### src/rtl/reg_bank_pkg.sv
// Shared definitions for the register bank: FSM encoding and default geometry.
// Latency: n/a (package only).
// Backpressure: n/a (package only).
package reg_bank_pkg;

    localparam int RB_WIDTH = 16;
    localparam int RB_DEPTH = 16;

    typedef enum logic {
        ST_IDLE  = 1'b0,
        ST_CLEAR = 1'b1
    } rb_state_e;

endpackage

### src/rtl/reg_bank_rdport.sv
// One read port: DEPTH:1 mux over the storage, entry-0 masking, optional write-through.
// Latency: combinational, zero cycles from address to data.
// Backpressure: none; the read is always available. Forwarding only with REG_BANK_BYPASS_EN.
module reg_bank_rdport
    import reg_bank_pkg::*;
#(
    parameter int WIDTH    = RB_WIDTH,
    parameter int DEPTH    = RB_DEPTH,
    parameter int AW       = 4,
    parameter bit ZERO_REG = 1'b1
) (
    input  logic [DEPTH-1:0][WIDTH-1:0] mem_i,
`ifdef REG_BANK_BYPASS_EN
    input  logic                        byp_vld_i,
    input  logic [AW-1:0]               byp_addr_i,
    input  logic [WIDTH-1:0]            byp_dat_i,
`endif
    input  logic [AW-1:0]               raddr_i,
    output logic [WIDTH-1:0]            q_o
);

    // Select the addressed entry, force entry 0 to zero, then apply forwarding.
    always_comb begin
        q_o = mem_i[raddr_i];
        if (ZERO_REG && (raddr_i == '0)) begin
            q_o = '0;
        end
`ifdef REG_BANK_BYPASS_EN
        // byp_vld_i is only set for accepted writes, so entry 0 under ZERO_REG never forwards.
        if (byp_vld_i && (byp_addr_i == raddr_i)) begin
            q_o = byp_dat_i;
        end
`endif
    end

endmodule

### src/rtl/reg_bank_nr.sv
// Register file: DEPTH x WIDTH, one write port, two read ports, sequenced bulk clear.
// Latency: reads are combinational; writes visible the cycle after the edge (same cycle with REG_BANK_BYPASS_EN).
// Backpressure: busy is high for DEPTH cycles during a clear; writes then are dropped, not queued.
module reg_bank_nr
    import reg_bank_pkg::*;
#(
    parameter int             WIDTH    = RB_WIDTH,
    parameter int             DEPTH    = RB_DEPTH,
    parameter int             AW       = 4,
    parameter logic [WIDTH-1:0] INIT_VAL = '0,
    parameter bit             ZERO_REG = 1'b1
) (
    input  logic             CLK,
    input  logic             reset_n,
    input  logic             write,
    input  logic [AW-1:0]    waddr,
    input  logic [WIDTH-1:0] D,
    input  logic [AW-1:0]    raddr_a,
    input  logic [AW-1:0]    raddr_b,
    output logic [WIDTH-1:0] Q_a,
    output logic [WIDTH-1:0] Q_b,
    input  logic             clr,
    output logic             busy
);

    localparam logic [AW-1:0]    LAST_IDX = AW'(DEPTH - 1);
    // Entry 0 holds zero under ZERO_REG so the storage never disagrees with the read masking.
    localparam logic [WIDTH-1:0] ENTRY0_INIT = ZERO_REG ? '0 : INIT_VAL;

    rb_state_e                    state_q;
    logic [AW-1:0]                cnt_q;
    logic                         busy_q;
    logic [DEPTH-1:0][WIDTH-1:0]  mem_q;
    logic                         wr_acc;

    assign wr_acc = write && !busy_q && (state_q == ST_IDLE)
                    && !(ZERO_REG && (waddr == '0));
    assign busy   = busy_q;

    // Clear sequencer: one entry per cycle, busy registered alongside the state.
    always_ff @(posedge CLK or negedge reset_n) begin
        if (!reset_n) begin
            state_q <= ST_IDLE;
            cnt_q   <= '0;
            busy_q  <= 1'b0;
        end else begin
            case (state_q)
                ST_IDLE: begin
                    if (clr) begin
                        state_q <= ST_CLEAR;
                        cnt_q   <= '0;
                        busy_q  <= 1'b1;
                    end
                end
                ST_CLEAR: begin
                    // clr is ignored here; the sweep always runs to the last entry.
                    cnt_q <= cnt_q + 1'b1;
                    if (cnt_q == LAST_IDX) begin
                        state_q <= ST_IDLE;
                        busy_q  <= 1'b0;
                    end
                end
                default: begin
                    state_q <= ST_IDLE;
                    busy_q  <= 1'b0;
                end
            endcase
        end
    end

    // Storage: async load of INIT_VAL, then either the clear sweep or an accepted write.
    always_ff @(posedge CLK or negedge reset_n) begin
        if (!reset_n) begin
            for (int i = 0; i < DEPTH; i++) begin
                mem_q[i] <= (i == 0) ? ENTRY0_INIT : INIT_VAL;
            end
        end else if (state_q == ST_CLEAR) begin
            mem_q[cnt_q] <= (cnt_q == '0) ? ENTRY0_INIT : INIT_VAL;
        end else if (wr_acc) begin
            // A write coinciding with clr in IDLE lands here and is swept over later.
            mem_q[waddr] <= D;
        end
    end

    reg_bank_rdport #(
        .WIDTH    (WIDTH),
        .DEPTH    (DEPTH),
        .AW       (AW),
        .ZERO_REG (ZERO_REG)
    ) u_rdport_a (
        .mem_i      (mem_q),
`ifdef REG_BANK_BYPASS_EN
        .byp_vld_i  (wr_acc),
        .byp_addr_i (waddr),
        .byp_dat_i  (D),
`endif
        .raddr_i    (raddr_a),
        .q_o        (Q_a)
    );

    reg_bank_rdport #(
        .WIDTH    (WIDTH),
        .DEPTH    (DEPTH),
        .AW       (AW),
        .ZERO_REG (ZERO_REG)
    ) u_rdport_b (
        .mem_i      (mem_q),
`ifdef REG_BANK_BYPASS_EN
        .byp_vld_i  (wr_acc),
        .byp_addr_i (waddr),
        .byp_dat_i  (D),
`endif
        .raddr_i    (raddr_b),
        .q_o        (Q_b)
    );

endmodule

### config.mk
export PLATFORM = sky130hd
export DESIGN_NAME = reg_bank_nr
export DESIGN_NICKNAME = d
export VERILOG_FILES = /design/src/rtl/reg_bank_pkg.sv /design/src/rtl/reg_bank_rdport.sv /design/src/rtl/reg_bank_nr.sv
export SDC_FILE = /design/constraint.sdc
export NUM_CORES = 1
export LEC_CHECK = 0
export CAP_MARGIN = 40
export CELL_PAD_IN_SITES_DETAIL_PLACEMENT = 1
export CELL_PAD_IN_SITES_GLOBAL_PLACEMENT = 2
export CORE_MARGIN = 3
export CORE_UTILIZATION = 46
export CTS_CLUSTER_SIZE = 40
export DETAILED_ROUTE_END_ITERATION = 8
export PLACE_DENSITY_LB_ADDON = 0.1
export SYNTH_ARGS = -nofsm -noshare
export SYNTH_HDL_FRONTEND = slang
export SYNTH_SLANG_ARGS = --single-unit
### constraint.sdc
create_clock -name CLK -period 6.7 [get_ports CLK]
set_clock_uncertainty 0.15 [all_clocks]
set_input_delay 1.675 -clock CLK [delete_from_list [all_inputs] [get_ports CLK]]
set_output_delay 1.675 -clock CLK [all_outputs]
set_load 0.02 [all_outputs]
==> impl_metrics.ini <==
[outcome]
outcome = complete, no violations

[placed_design]
placedCellCount = 1419
portbufs = 64
gpl.final_weighted_congestion = 0.878
detailed_place_hpwl_mm = 30.3

[timing]
fmax_mhz = 165
max-slew-margin-rel_pct = 38.1
rsz0062_at_grt = no
setup_total_negative_slack_ns = 0
timing.final.crit_period_ns = 6.06
timing.final.max_slew_violations = 0
min_period_over_period_pct = 90.5
setup_violations = 0
final-hold-violation-count = 0
worst_slew_pin_slew_ns = 0.928

[hold_path]
holdPathStages = 1
holdCritPathClass = flop to flop
min_to = mem_q[219]
startpoint_of_the_most_critical_hold_path = mem_q[219]

[power]
seq_power_share_pct = 41.2
clkPwrFrac_pct = 32.5
leakage_nw = 6.62
power_frac_comb_pct = 26.3
internal_power_w = 0.00307
power_per_cell_area_nw_per_um2 = 303
ir_worst_vdd_mv = 0.233
p_sw_w = 0.00153
power.switching_fraction_pct = 33.2
fin_total_pwr_w = 0.00460

[setup_path]
worst_setup_path_start_kind = input port
required_ns = 4.88
timing.rr.start = state_q
r2r.worst_path.cells = 6
crit_fanout = 18
timing.critical_path.arrival_ns = 4.24
regToRegSetupSlack_ns = 4.04
timing.rr.end = mem_q[227]
worst_setup_ep_type = output port
path_class = input port to output port

[clock_tree]
post-cts-setup-buffer-count = 0
cts_max_path_buffers = 3
holdBufCountCts = 0
htree_levels = 1
post_cts_resize_count = 0
tritoncts = built
cts.reportedPaths.clkPinSlew_ns = 0.06
clock_tree.root_cell = sky130_fd_sc_hd__clkbuf_16
cts_sinks = 246
tritoncts.num_buffers = 28
clock_latency_of_the_later_clocked_register_in_the_worst_skew_pair_ns = 0.54

[synth]
post_synth_top_area_cell = sky130_fd_sc_hd__dfrtp_1
synth_seq_cells = 246
synth_compound_gate_area_share_pct = 21.3
synth_top_family_by_area = compound AO/OA/AOI/OAI gates
yosys.cell_types.count = 42
syn_nets = 1066
yosys-mux-area-fraction_pct = 20.7
yosysSeqAreaShare_pct = 46.8
synth_adder_area_share_pct = 0.381
ys_async_sr_fraction_pct = 100
dominantRegCellSynth = sky130_fd_sc_hd__dfrtp_1
synth_most_common_cell = sky130_fd_sc_hd__dfrtp_1
post_synth_most_frequent_cells = sky130_fd_sc_hd__dfrtp_1 (246), sky130_fd_sc_hd__a22o_1 (192), sky130_fd_sc_hd__mux4_2 (96), sky130_fd_sc_hd__nand2_1 (76), sky130_fd_sc_hd__o21ai_0 (49)
synth_edf_count = 0
yosys_warnings = 0
synth_cells = 1030
post_synth_main_area_contributors = sky130_fd_sc_hd__dfrtp_1 (47%), sky130_fd_sc_hd__mux4_2 (16%), sky130_fd_sc_hd__a22o_1 (13%)
yosys.area.top_type_share_pct = 46.8
synthesis.area_per_instance_um2 = 12.8
cell_area_synth_um2 = 13100
yosys.area_share.simple_pct = 6.58
post_synth_xor_area_fraction_pct = 0.133

[global_routing]
grt_most_used_layer = met2
grt_antenna_before_repair = 0
global_route.overflow_total = 0
maximum_number_of_pins_on_one_net_before_global_route_repair = 142
met2_usage_pct = 48.5
first_pass_grt_wire_length_mm = 73.7
grt_overall_usage_pct = 32.1
use_met3_pct = 7.61
globalRouteMet1Util_pct = 47.6
grt_pass1_vias = 10678

[layout]
post_route_cells_drive_above_1_share_pct = 23.7
antenna_cells_inserted = 0
post_layout_util_pct = 54.2
final_cell_count_no_fill = 1466
syn_to_final_growth_pct = 15.5
nets = 1107

[floorplan]
rows = 61
coreArea_um2 = 28000
design.die.area_um2 = 30600
die_height_um = 175
die_w_um = 175
pin_count = 65
start_util_pct = 46.9

[route]
drc_violations_left = 0
detail_route.wl_per_cell_um = 33.1
drtAntennaViolNets = 0
drt_first_iter_violations = 1044
drt_first_pass_iters = 5
wirelength_mm = 48.6
via_count = 10210
route.detailed.vias_per_inst = 6.96

[job]
cap_viol_max_count = 0
## how the worst max path moves through the flow
stage | start | to | slack, ns
after global routing | raddr_b[2] | Q_b[4] | 0.55
final | raddr_b[2] | Q_b[15] | 0.64
after floorplan | raddr_a[0] | Q_a[10] | 1.63
after global placement | raddr_b[2] | Q_b[4] | 0.62
after CTS | raddr_b[2] | Q_b[4] | 0.62
after detailed placement | raddr_b[2] | Q_b[15] | 0.66
## cell usage in the layout, fill, tap and decap left out, types with 2 or more instances in the layout
master,Yosys,layout
sky130_fd_sc_hd__dfrtp_1,246,246
sky130_fd_sc_hd__a22o_1,192,192
sky130_fd_sc_hd__mux4_2,96,96
sky130_fd_sc_hd__nand2_1,76,76
sky130_fd_sc_hd__clkdlybuf4s50_1,0,59
sky130_fd_sc_hd__buf_4,6,51
sky130_fd_sc_hd__o21ai_0,49,49
sky130_fd_sc_hd__a21oi_1,37,34
sky130_fd_sc_hd__mux2_2,32,32
sky130_fd_sc_hd__a221o_1,29,29
sky130_fd_sc_hd__clkbuf_16,0,29
sky130_fd_sc_hd__nor2_1,21,21
sky130_fd_sc_hd__mux2i_1,20,20
sky130_fd_sc_hd__nor2b_1,18,18
sky130_fd_sc_hd__nor3_1,19,16
sky130_fd_sc_hd__o22a_1,16,16
sky130_fd_sc_hd__a221oi_1,15,15
sky130_fd_sc_hd__a21oi_2,8,11
sky130_fd_sc_hd__clkbuf_8,0,9
sky130_fd_sc_hd__nor3_2,5,8
sky130_fd_sc_hd__clkbuf_1,48,8
sky130_fd_sc_hd__nand2b_1,6,6
sky130_fd_sc_hd__buf_12,0,5
sky130_fd_sc_hd__inv_1,4,4
sky130_fd_sc_hd__nor3_4,4,4
sky130_fd_sc_hd__ha_1,4,4
sky130_fd_sc_hd__buf_8,0,4
sky130_fd_sc_hd__o31ai_1,3,3
sky130_fd_sc_hd__nor4_4,3,3
sky130_fd_sc_hd__nor3b_1,2,2
sky130_fd_sc_hd__and3_1,2,2
## cell families after synthesis
logic type | count (synthesis)
xor gates and xnor gates | 2
DFF | 246
buffers and inverters | 114
and+or+nand+nor | 163
adders and majority gates | 4
muxes | 148
AOI/OAI and AO/OA | 353
## sequential cells by signal, summed over array words and instances, names as in the netlist
register  count
mem_q       240
cnt_q         4
busy          1
state_q       1
## per-stage QoR
stage	setup slack, ns	hold WS, ns	area, um2
CTS	0.624	0.369	15200
detailed placement	0.658	0.348	14300
global route	0.553	0.390	15200
floorplan	1.63	0.322	13100
global placement	0.621	0.346	14200
finish	0.638	0.369	15200
## critical path, cell delays in order
cell,delay (ns)
sky130_fd_sc_hd__clkdlybuf4s50_1,0.63
sky130_fd_sc_hd__buf_12,0.28
sky130_fd_sc_hd__nand2b_1,0.37
sky130_fd_sc_hd__buf_4,0.25
sky130_fd_sc_hd__o21ai_0,0.10
sky130_fd_sc_hd__a21oi_1,0.24
sky130_fd_sc_hd__clkdlybuf4s50_1,0.68
## power groups by stage
stage / combinational (W) / clock (W) / sequential, W
global placement: 0.00114 / 0 / 0.00191
detailed placement: 0.00119 / 0 / 0.00191
floorplan: 0.000759 / 0 / 0.00183
finish: 0.00121 / 0.00149 / 0.00190
global route: 0.00129 / 0.00158 / 0.00192
CTS: 0.00120 / 0.00151 / 0.00189
## final cells by class
type / count / area [um2]
Fill cell: 2814 / 12800
Multi-Input combinational cell: 670 / 6490
Sequential cell: 246 / 6160
Timing Repair Buffer: 121 / 1170
Clock buffer: 46 / 880
Tap cell: 378 / 473
Inverter: 4 / 15.0
Clock inverter: 1 / 5.00
## per-layer routing
metal | wire length (um) | part of all wire [%] | up-vias
met4 | 1220 | 2.5 | 0
li1 | - | - | 4153
met3 | 4580 | 9.4 | 79
met5 | 0 | 0 | -
met2 | 22100 | 45 | 502
met1 | 20700 | 43 | 5476
No activity file was read; power rests on OpenSTA's default activity.
